## src/rtl/t_toggle_counter_ctrl.sv

```systemverilog
// t_toggle_counter_ctrl
//   Sequencer for a WIDTH-bit bank of T flip-flops used as a programmable
//   counter. Each cycle it works out the per-bit toggle enables (t_vec) and
//   applies them to the internal T-flop bank (q <= q ^ t_vec). It supports
//   start/stop, terminal-count detection, and either one-shot or auto-reload
//   operation.
//
// Optional feature macro: TCNT_DOWN_EN
//   When defined, the dir port is present. Down mode loads limit at start,
//   counts down to 0, and reloads to the captured limit.
//   When undefined, the counter counts up only and no down logic is built.
//
// Ports
//   clk          in   1      rising-edge clock
//   rst          in   1      synchronous reset, active-high
//   start        in   1      begin a count run (only looked at in IDLE)
//   stop         in   1      abort the current run
//   limit        in   WIDTH  terminal count, captured at start
//   auto_reload  in   1      1 = restart at terminal, 0 = one-shot
//   dir          in   1      0 = up, 1 = down (TCNT_DOWN_EN only)
//   t_vec        out  WIDTH  combinational toggle enables for this cycle
//   q            out  WIDTH  T-flop bank state (the count)
//   busy         out  1      registered, high whenever not IDLE
//   done         out  1      registered one-cycle pulse per terminal count
module t_toggle_counter_ctrl #(
  parameter int WIDTH = 8
) (
  input  logic             clk,
  input  logic             rst,
  input  logic             start,
  input  logic             stop,
  input  logic [WIDTH-1:0] limit,
  input  logic             auto_reload,
`ifdef TCNT_DOWN_EN
  input  logic             dir,
`endif
  output logic [WIDTH-1:0] t_vec,
  output logic [WIDTH-1:0] q,
  output logic             busy,
  output logic             done
);

  typedef enum logic [1:0] {
    ST_IDLE = 2'd0,
    ST_RUN  = 2'd1,
    ST_DONE = 2'd2
  } state_t;

  state_t           state_r;
  state_t           state_nxt_s;
  logic [WIDTH-1:0] q_r;
  logic [WIDTH-1:0] limit_r;
  logic             reload_r;
  logic             busy_r;
  logic             done_r;
  logic [WIDTH-1:0] t_vec_s;
  logic [WIDTH-1:0] start_init_s;
  logic [WIDTH-1:0] reload_val_s;
  logic [WIDTH-1:0] step_s;
  logic             terminal_s;
  logic             launch_s;

  // Up-count toggles: bit i flips when every lower bit is 1.
  function automatic logic [WIDTH-1:0] up_toggles(input logic [WIDTH-1:0] v);
    logic [WIDTH-1:0] t;
    logic             all_ones;
    all_ones = 1'b1;
    for (int i = 0; i < WIDTH; i++) begin
      t[i]     = all_ones;
      all_ones = all_ones & v[i];
    end
    return t;
  endfunction

`ifdef TCNT_DOWN_EN
  logic dir_r;

  // Down-count toggles: bit i flips when every lower bit is 0.
  function automatic logic [WIDTH-1:0] down_toggles(input logic [WIDTH-1:0] v);
    logic [WIDTH-1:0] t;
    logic             all_zero;
    all_zero = 1'b1;
    for (int i = 0; i < WIDTH; i++) begin
      t[i]     = all_zero;
      all_zero = all_zero & ~v[i];
    end
    return t;
  endfunction

  // The load value at start uses the live dir/limit inputs; they are captured
  // on the same edge.
  assign start_init_s = dir   ? limit   : {WIDTH{1'b0}};
  assign reload_val_s = dir_r ? limit_r : {WIDTH{1'b0}};
  assign terminal_s   = dir_r ? (q_r == {WIDTH{1'b0}}) : (q_r == limit_r);
  assign step_s       = dir_r ? down_toggles(q_r) : up_toggles(q_r);

  // Capture the direction for the whole run.
  always_ff @(posedge clk) begin
    if (rst) begin
      dir_r <= 1'b0;
    end else if (launch_s) begin
      dir_r <= dir;
    end else begin
      dir_r <= dir_r;
    end
  end
`else
  assign start_init_s = {WIDTH{1'b0}};
  assign reload_val_s = {WIDTH{1'b0}};
  assign terminal_s   = (q_r == limit_r);
  assign step_s       = up_toggles(q_r);
`endif

  // A run is launched only from IDLE, and stop overrides start.
  assign launch_s = (state_r == ST_IDLE) && start && !stop;

  // State register.
  always_ff @(posedge clk) begin
    if (rst) begin
      state_r <= ST_IDLE;
    end else begin
      state_r <= state_nxt_s;
    end
  end

  // Next-state logic.
  always_comb begin
    state_nxt_s = state_r;
    case (state_r)
      ST_IDLE: begin
        if (launch_s) state_nxt_s = ST_RUN;
        else          state_nxt_s = ST_IDLE;
      end
      ST_RUN: begin
        if (stop)                         state_nxt_s = ST_IDLE;
        else if (terminal_s && !reload_r) state_nxt_s = ST_DONE;
        else                              state_nxt_s = ST_RUN;
      end
      ST_DONE: state_nxt_s = ST_IDLE;
      default: state_nxt_s = ST_IDLE;
    endcase
  end

  // Toggle enables. The start load and the reload are both expressed as
  // q ^ target, so the T-flop bank remains the only write path to q.
  always_comb begin
    t_vec_s = {WIDTH{1'b0}};
    if (rst) begin
      t_vec_s = {WIDTH{1'b0}};
    end else begin
      case (state_r)
        ST_IDLE: begin
          if (launch_s) t_vec_s = q_r ^ start_init_s;
          else          t_vec_s = {WIDTH{1'b0}};
        end
        ST_RUN: begin
          if (stop)              t_vec_s = {WIDTH{1'b0}};
          else if (!terminal_s)  t_vec_s = step_s;
          else if (reload_r)     t_vec_s = q_r ^ reload_val_s;
          else                   t_vec_s = {WIDTH{1'b0}};
        end
        ST_DONE: t_vec_s = {WIDTH{1'b0}};
        default: t_vec_s = {WIDTH{1'b0}};
      endcase
    end
  end

  // T-flop bank, run configuration capture and registered status flags.
  always_ff @(posedge clk) begin
    if (rst) begin
      q_r      <= {WIDTH{1'b0}};
      limit_r  <= {WIDTH{1'b0}};
      reload_r <= 1'b0;
      busy_r   <= 1'b0;
      done_r   <= 1'b0;
    end else begin
      q_r    <= q_r ^ t_vec_s;
      busy_r <= (state_nxt_s != ST_IDLE);
      done_r <= (state_r == ST_RUN) && !stop && terminal_s;
      if (launch_s) begin
        limit_r  <= limit;
        reload_r <= auto_reload;
      end else begin
        limit_r  <= limit_r;
        reload_r <= reload_r;
      end
    end
  end

  assign t_vec = t_vec_s;
  assign q     = q_r;
  assign busy  = busy_r;
  assign done  = done_r;

endmodule

```

## config.mk

```make
export PLATFORM = sky130hd
export DESIGN_NAME = t_toggle_counter_ctrl
export DESIGN_NICKNAME = d
export VERILOG_FILES = /design/src/rtl/t_toggle_counter_ctrl.sv
export SDC_FILE = /design/constraint.sdc
export NUM_CORES = 1
export LEC_CHECK = 0
export ABC_CLOCK_PERIOD_IN_PS = 3230
export BUFFER_PORTS_ARGS = -buffer_cell sky130_fd_sc_hd__buf_2
export CAP_MARGIN = 0
export CORE_MARGIN = 1
export CORE_UTILIZATION = 40
export DETAILED_ROUTE_END_ITERATION = 8
export PLACE_DENSITY_LB_ADDON = 0.1
export SYNTH_ARGS = -nofsm -noshare
export SYNTH_HDL_FRONTEND = slang
export SYNTH_SLANG_ARGS = --single-unit
```

## constraint.sdc

```tcl
create_clock -name clk -period 3.23 [get_ports clk]
set_input_delay 0.646 -clock clk [delete_from_list [all_inputs] [get_ports clk]]
set_output_delay 0.646 -clock clk [all_outputs]
set_load 0.01 [all_outputs]
```

==> metrics.yaml, run 1 <==
global_routing:
  grtUsageTotal_pct: 19.77
  grt_first_pass_wirelength_microns: 4864
  grt-ovfl-total: 0
  grt_max_degree: 17
  grt_antenna_before_repair: 0
  grt_pass1_vias: 1059
clock_network:
  worstSkewPairLatency_ns: 0.31
  clockBufferDepth: 2
  cts_tree: "built"
  cts_buffers: 3
  h-tree-depth: 1
  cts_hold_buffers: 0
  cts_sinks: 21
  clk_pin_slew_ns: 0.13
  cts_resized: 0
  cts_setup_buffers: 0
  clk_root_buffer_cell: "clkbuf_4"
critical_path:
  worstPathMaxFanout: 10
  slowest_delay_ns: 0.53
  cp.arrival_ns: 2.38
  setup.worst_path.start_class: "register"
  end_kind: "output pin"
  crit_chain: "xor2_1, nor4_4, nand2_2, o31ai_4, a22oi_1, nor2_1, buf_2"
  required_ns: 2.58
  crit_slowest_cell: "dfxtp_1"
  worstSetupPathType: "reg2out"
logic_synthesis:
  seq_area_frac_synth_pct: 36.29
  yosys_warnings: 0
  synthDistinctLibCells: 37
  synth_flop_cell: "dfxtp_1"
  synth-seq-cells: 21
  synth_nets: 156
  synthCells: 143
  avgSynthCellArea_sq_um: 8.102
  synth_area_sq_mm: 0.001159
  async_flop_share_pct: 0
  synth_edf_count: 0
sta:
  finClkSkew_ns: 0.009897
  report.final.setup_viol: 0
  relSlewSlack_pct: 73.60
  hold_viol_final: 0
  finalCriticalPeriod_ns: 3.022
  setup_ws_ns: 0.2078
  tightest_slew_ns: 0.3960
  rsz0062_at_grt: "no"
  fmax_mhz: 330.9
  tns_ns: 0
  slew_violations: 0
  fin_crit_sh_pct: 93.57
floorplan:
  die-area_sq_mm: 0.003116
  die_h_microns: 55.82
  rows: 19
  initial_core_util_pct: 42.01
  io_pins: 31
  die_w_microns: 55.82
  core_sq_mm: 0.002758
finish:
  syn2layout_area_growth_pct: 15.55
  final_core_util_pct: 48.55
  layout_common_cells: "buf_2, nand2_1, dfxtp_1"
  diodes: 0
  stdcell_count: 202
  final_common_cell: "buf_2"
  drive_gt1_share_pct: 26.90
  fin_nets: 185
placed_design:
  hpwl_microns: 2060
  routabilityCongestion: 0.8428
  port_buffers: 30
  pre_cts_ws_ns: 0.5735
  dp_cells: 198
pwr:
  clock_power_share_pct: 26.5
  p_leak_nw: 0.5670
  power_uw: 499.2
  peakVddDrop_mv: 0.2473
  p_int_uw: 345.6
  seq_power_share_pct: 54.9
  power_switching_uw: 153.7
  swShare_pct: 30.78
  power_density_mw_per_mm2: 372.9
  pwr-share-comb_pct: 18.5
detailed_routing:
  drt_pre_antenna_iters: 4
  ant_nets: 0
  via_per_inst: 5.619
  drt_iter0_drc: 41
  num_vias: 1135
  routed_wl_microns: 2803
  wire_per_inst_microns: 13.88
  drc_errors: 0
worst_hold_path:
  worst_hold_path_type: "reg2reg"
flow_run:
  cap_violations: 0
outcome:
  run_status: "finished, final reports clean"
==> path summary, 6_finish.rpt <==
| path | from | end | slack [ns] | depth (start not counted) |
|---|---|---|---|---|
| setup / recovery | q[5] | t_vec[5] | 0.21 | 7 |
| hold reg to reg | limit_r[0] | limit_r[0] | 0.48 | 2 |
| setup reg to reg | q[5] | q[6] | 1.15 | 6 |
| hold / removal | limit_r[0] | limit_r[0] | 0.48 | 2 |
==> critical path: cells and delay by family, from the launching register on <==
family          cells  cell delay (ns)
buf+inv             1             0.14
flops               1             0.53
xor+xnor            1             0.15
simple gates        3             0.65
compound gates      2             0.59
==> registers in the layout, summed over array words and instances (netlist names) <==
register,count
limit_r,8
q,8
state_r,2
busy,1
done,1
reload_r,1
==> through the flow <==
step / area [sq um] / hold slack (ns)
5_1_grt: 1339 / 0.4972
4_1_cts: 1339 / 0.4824
2_1_floorplan: 1159 / 0.4420
3_5_place_dp: 1311 / 0.4650
3_3_place_gp: 1311 / 0.4598
6_report: 1339 / 0.4793
==> cell usage after synthesis (2+ instances only) <==
cell type	instances	area share (%)
nand2_1	29	9.4
dfxtp_1	21	36
nor2_1	16	5.2
a21oi_1	14	6.0
xor2_1	8	6.0
nand3_1	5	2.2
o21ai_0	4	1.7
o31ai_1	4	2.6
buf_6	3	2.9
clkbuf_1	3	0.97
inv_1	3	0.97
nand4_1	3	1.6
o211ai_1	3	1.9
a22oi_1	2	1.3
and2_1	2	1.1
clkbuf_2	2	0.86
==> cells by family (layout without fill, tap and decap cells) <==
logic type | Yosys count | count (layout) | synth area share, %
AND/OR/NAND/NOR | 65 | 65 | 29.16
AO/OA/AOI/OAI | 37 | 37 | 22.46
flip-flops | 21 | 21 | 36.28
buffers and inverters | 12 | 40 | 6.047
XOR/XNOR | 8 | 8 | 6.048
==> final cells by class <==
class                           count  area, sq um
Tap cell                           31        38.79
Timing Repair Buffer               33        172.7
Inverter                            3        11.26
Multi-Input combinational cell    110        668.1
Clock buffer                        3        22.52
Clock inverter                      1        5.005
Sequential cell                    21        420.4
Fill cell                         289         1419
==> routing by layer <==
layer | GRT usage (%) | routed length (microns)
met2 | 29.78 | 1276
met5 | 0 | 0
met3 | 5.116 | 214
met1 | 26.85 | 1274
met4 | 8.362 | 38
==> power groups by stage <==
stage / logic, mW / clock network, mW / registers, mW
after floorplan: 0.0710 / 0 / 0.279
after global placement: 0.0907 / 0 / 0.280
after detailed placement: 0.0915 / 0 / 0.280
after CTS: 0.0922 / 0.136 / 0.274
after global routing: 0.106 / 0.149 / 0.276
final: 0.0926 / 0.132 / 0.274
No activity file was read; power rests on OpenSTA's default activity.
==> run 2: changes to the inputs <==
- CORE_ASPECT_RATIO: not set -> 2
==> metrics.yaml, run 2 (synthesis gave the netlist of run 1 again) <==
global_routing:
  grt_max_degree: 17  # unchanged
  use_met3_pct: 1.977  # -3.1 points
  grt-ovfl-total: 0  # unchanged
  met1_usage_pct: 23.39  # -3.5 points
  met2_usage_pct: 32.90  # +3.1 points
  grt_pass1_vias: 982  # -7.3%
  grt_antenna_before_repair: 0  # unchanged
  top_usage_layer: "met2"
  grtUsageTotal_pct: 19.65  # -0.13 points
  grt_first_pass_wirelength_microns: 4388  # -9.8%
flow_run:
  cap_violations: 0  # unchanged
pwr:
  p_leak_nw: 0.5802  # +2.3%
  seq_power_share_pct: 50.8  # -4.1 points
  power_uw: 539.0  # +8.0%
  power_density_mw_per_mm2: 395.6  # +6.1%
  pwr-share-comb_pct: 16.9  # -1.6 points
  power_switching_uw: 153.9  # +0.18%
  clock_power_share_pct: 32.3  # +5.8 points
  peakVddDrop_mv: 0.2588  # +4.7%
  swShare_pct: 28.56  # -2.2 points
  p_int_uw: 385.1  # +11%
sta:
  hold_viol_final: 0  # unchanged
  fin_hold_ws_ns: 0.4704  # -0.008942 ns
  setup_ws_ns: 0.2990  # +0.09123 ns
  rsz0062_at_grt: "no"
  report.final.setup_viol: 0  # unchanged
  finalCriticalPeriod_ns: 2.931  # -0.09123 ns
  fin_crit_sh_pct: 90.74  # -2.8 points
  tightest_slew_ns: 0.4237  # +0.02775 ns
  slew_violations: 0  # unchanged
  relSlewSlack_pct: 71.75  # -1.9 points
  tns_ns: 0  # unchanged
  fmax_mhz: 341.2  # +3.1%
  finClkSkew_ns: 0.01086  # +0.0009596 ns
finish:
  layout_common_cells: "buf_2, nand2_1, dfxtp_1"
  final_common_cell: "buf_2"
  drive_gt1_share_pct: 27.33  # +0.42 points
  largestRegisters: "limit_r x8, q x8, state_r x2"
  diodes: 0  # unchanged
  finish.instance_area_sq_mm: 0.001363  # +1.8%
  fin_nets: 186  # +0.54%
  final_core_util_pct: 49.79  # +1.2 points
  stdcell_count: 201  # -0.50%
  syn2layout_area_growth_pct: 17.60
critical_path:
  required_ns: 2.58  # about the same
  cp.arrival_ns: 2.28  # -0.10 ns
  reg2reg_from: "q[0]"
  setup.worst_path.start_class: "register"
  reg2regPathDepth: 6  # unchanged
  end_kind: "output pin"
  worstPathMaxFanout: 10  # unchanged
  r2r-end: "q[6]"
  cp-startpoint: "q[0]"
  worstSetupPathType: "reg2out"
  crit_chain: "xor2_1, nor4_2, nand2_2, o31ai_4, a22oi_1, nor2_1, buf_2"
  slowest_delay_ns: 0.51  # -0.02 ns
  ff2ff_setup_slack_ns: 1.23  # +0.08 ns
  crit_slowest_cell: "dfxtp_1"
  critPathCapture: "t_vec[2]"
placed_design:
  dp_cells: 197  # -0.51%
  hpwl_microns: 2136  # +3.7%
  pre_cts_ws_ns: 0.5780  # +0.004522 ns
  routabilityCongestion: 0.7658  # -9.1%
  port_buffers: 30  # unchanged
  place_area_sq_mm: 0.001316  # +0.38%
detailed_routing:
  ant_nets: 0  # unchanged
  drt_iter0_drc: 31  # -24%
  routed_wl_microns: 2773  # -1.1%
  via_per_inst: 5.423  # -3.5%
  drc_errors: 0  # unchanged
  num_vias: 1090  # -4.0%
  drt_pre_antenna_iters: 4  # unchanged
  wire_per_inst_microns: 13.80  # -0.58%
floorplan:
  core_sq_mm: 0.002736  # -0.77%
  die_w_microns: 40.06  # -28%
  die-area_sq_mm: 0.003129  # +0.41%
  die_h_microns: 78.11  # +40%
  initial_core_util_pct: 42.34  # +0.33 points
  io_pins: 31  # unchanged
  rows: 27  # +8
clock_network:
  h-tree-depth: 1  # unchanged
  clk_root_buffer_cell: "clkbuf_8"
  cts_setup_buffers: 0  # unchanged
  clk_pin_slew_ns: 0.08  # -0.05 ns
  cts_hold_buffers: 0  # unchanged
  cts_resized: 0  # unchanged
  clockBufferDepth: 2  # unchanged
  cts_tree: "built"
  cts_buffers: 3  # unchanged
  cts_sinks: 21  # unchanged
  worstSkewPairLatency_ns: 0.27  # -0.04 ns
worst_hold_path:
  worst_hold_path_type: "reg2reg"
  hold_path_depth: 2  # unchanged
outcome:
  run_status: "finished, final reports clean"
[run 2: cell count changes in the layout (fill, tap and decap cells not counted), sizes merged]
| cell | delta |
|---|---|
| buf | +1 |
[run 2: area by class of cell]
cell class	instances	area, sq um
clock buffer	3	41.29
clock inverter	1	5.005
fill	269	1374
inverter	3	11.26
multi-input combinational	110	668.1
sequential	21	420.4
tap	29	36.28
timing repair buffer	34	180.2
[run 2: how the worst min path moves through the flow]
stage,start,slack [ns],to
finish,limit_r[1],0.47,limit_r[1]
global route,limit_r[1],0.49,limit_r[1]
CTS,limit_r[1],0.47,limit_r[1]
detailed placement,limit_r[1],0.46,limit_r[1]
global placement,limit_r[7],0.46,limit_r[7]
floorplan,limit_r[3],0.44,limit_r[3]
[run 2: layer usage]
metal	vias up	wire length [microns]
met4	0	47
met5	-	0
met1	487	1133
met3	4	103
li1	565	-
met2	34	1489
[run 2: power by group through the flow]
| stage | combinational (mW) | clock (mW) | sequential [mW] |
|---|---|---|---|
| final | 0.0910 | 0.174 | 0.274 |
| after global routing | 0.101 | 0.187 | 0.275 |
| after CTS | 0.0923 | 0.182 | 0.274 |
| after detailed placement | 0.0920 | 0 | 0.280 |
| after global placement | 0.0909 | 0 | 0.280 |
| after floorplan | 0.0710 | 0 | 0.279 |
[run 2: critical path: cells and delay by family (launching register included)]
family	cells	cell delay (ns)
AOI/OAI and AO/OA	2	0.62
DFF	1	0.51
and+or+nand+nor	3	0.61
buffers and inverters	1	0.13
xor gates and xnor gates	1	0.14
==> run 3: changes to the inputs <==
- CELL_PAD_IN_SITES_DETAIL_PLACEMENT: not set -> 0
- CELL_PAD_IN_SITES_GLOBAL_PLACEMENT: not set -> 1
==> metrics.yaml, run 3 (synthesis gave the netlist of run 1 again) <==
outcome:
  run_status: "finished, final reports clean"
pwr:
  p_leak_nw: 0.5775  # -0.47%
  power_density_mw_per_mm2: 397.2  # +0.40%
  power_uw: 540.7  # +0.31%
  peakVddDrop_mv: 0.2864  # +11%
finish:
  nFillCells: 270  # +0.37%
  diodes: 0  # unchanged
  multi_input_area_sq_um: 668.1  # unchanged
  final_common_cell: "buf_2"
  syn2layout_area_growth_pct: 17.50  # about the same
  final_core_util_pct: 49.75  # about the same
  drive_gt1_share_pct: 26.74  # -0.58 points
  seq_area_sq_um: 420.4  # unchanged
  layout_common_cells: "buf_2, nand2_1, dfxtp_1"
  largestRegisters: "limit_r x8, q x8, state_r x2"
  fin_nets: 186  # unchanged
detailed_routing:
  drt_iter0_drc: 34  # +9.7%
  drc_errors: 0  # unchanged
  num_vias: 1125  # +3.2%
  wire_per_inst_microns: 14.15  # +2.6%
  drt_pre_antenna_iters: 4  # unchanged
  via_per_inst: 5.597  # +3.2%
  ant_nets: 0  # unchanged
  routed_wl_microns: 2844  # +2.6%
floorplan:
  io_pins: 31  # unchanged
  die_w_microns: 40.06  # unchanged
  rows: 27  # unchanged
  initial_core_util_pct: 42.34  # unchanged
  core_sq_mm: 0.002736  # unchanged
  die_h_microns: 78.11  # unchanged
  die-area_sq_mm: 0.003129  # unchanged
sta:
  tns_ns: 0  # unchanged
  report.final.setup_viol: 0  # unchanged
  hold_viol_final: 0  # unchanged
  setup_ws_ns: 0.3552  # +0.05619 ns
  rsz0062_at_grt: "no"
  finClkSkew_ns: 0.003736  # -0.007121 ns
  fmax_mhz: 347.9  # +2.0%
  fin_crit_sh_pct: 89.00  # -1.7 points
  tightest_slew_ns: 0.4129  # -0.01078 ns
  finalCriticalPeriod_ns: 2.875  # -0.05619 ns
  slew_violations: 0  # unchanged
  relSlewSlack_pct: 72.47  # +0.72 points
  fin_hold_ws_ns: 0.4687  # -0.001665 ns
clock_network:
  cts_buffers: 3  # unchanged
  clk_pin_slew_ns: 0.08  # about the same
  cts_setup_buffers: 0  # unchanged
  clockBufferDepth: 2  # unchanged
  clk_root_buffer_cell: "clkbuf_8"
  cts_tree: "built"
  cts_sinks: 21  # unchanged
  h-tree-depth: 1  # unchanged
  cts_resized: 0  # unchanged
  cts_hold_buffers: 0  # unchanged
  worstSkewPairLatency_ns: 0.26  # about the same
global_routing:
  grt_first_pass_wirelength_microns: 4498  # +2.5%
  grt_max_degree: 17  # unchanged
  grt_pass1_vias: 999  # +1.7%
  grt_antenna_before_repair: 0  # unchanged
  grtUsageTotal_pct: 20.15  # +0.50 points
  grt-ovfl-total: 0  # unchanged
critical_path:
  end_kind: "output pin"
  cp.arrival_ns: 2.23  # -0.05 ns
  setup.worst_path.start_class: "register"
  worstSetupPathType: "reg2out"
  required_ns: 2.58  # about the same
  worstPathMaxFanout: 10  # unchanged
flow_run:
  cap_violations: 0  # unchanged
placed_design:
  routabilityCongestion: 0.7779  # +1.6%
  hpwl_microns: 2161  # +1.2%
  pre_cts_ws_ns: 0.5832  # +0.005181 ns
  port_buffers: 30  # unchanged
worst_hold_path:
  worst_hold_path_type: "reg2reg"
run 3: worst paths after layout:
path | from | endpoint | slack [ns] | depth (start not counted)
setup / recovery | q[0] | t_vec[5] | 0.36 | 7
hold / removal | limit_r[7] | limit_r[7] | 0.47 | 2
setup reg to reg | q[4] | q[6] | 1.24 | 6
hold reg to reg | limit_r[7] | limit_r[7] | 0.47 | 2
run 3: critical path: stages (launching register included):
cell	delay (ns)
dfxtp_1	0.51
xor2_1	0.13
nor4_2	0.28
nand2_2	0.22
o31ai_4	0.45
a22oi_1	0.15
nor2_1	0.09
buf_2	0.13
run 3: cell type report:
cell class	instances	area share (%)
sequential	21	30.88
timing repair buffer	34	13.24
tap	29	2.665
clock buffer	4	3.309
multi-input combinational	110	49.08
inverter	3	0.8272
run 3: power by group:
group          switching (mW)  internal, mW
Sequential            0.00736         0.267
Clock                  0.0862        0.0880
Combinational          0.0601        0.0324
run 3: per-stage QoR:
step | area (sq um) | instances
after floorplan | 1159 | 143
after global placement | 1316 | 197
after detailed placement | 1316 | 197
after CTS | 1361 | 201
after global routing | 1361 | 201
final | 1361 | 201
run 3: layer usage:
| metal | track usage [%] | share of wire (%) |
|---|---|---|
| met1 | 23.51 | 41 |
| met2 | 34.35 | 55 |
| met3 | 2.542 | 3.1 |
| met4 | 7.931 | 1.2 |
| met5 | 0 | 0 |
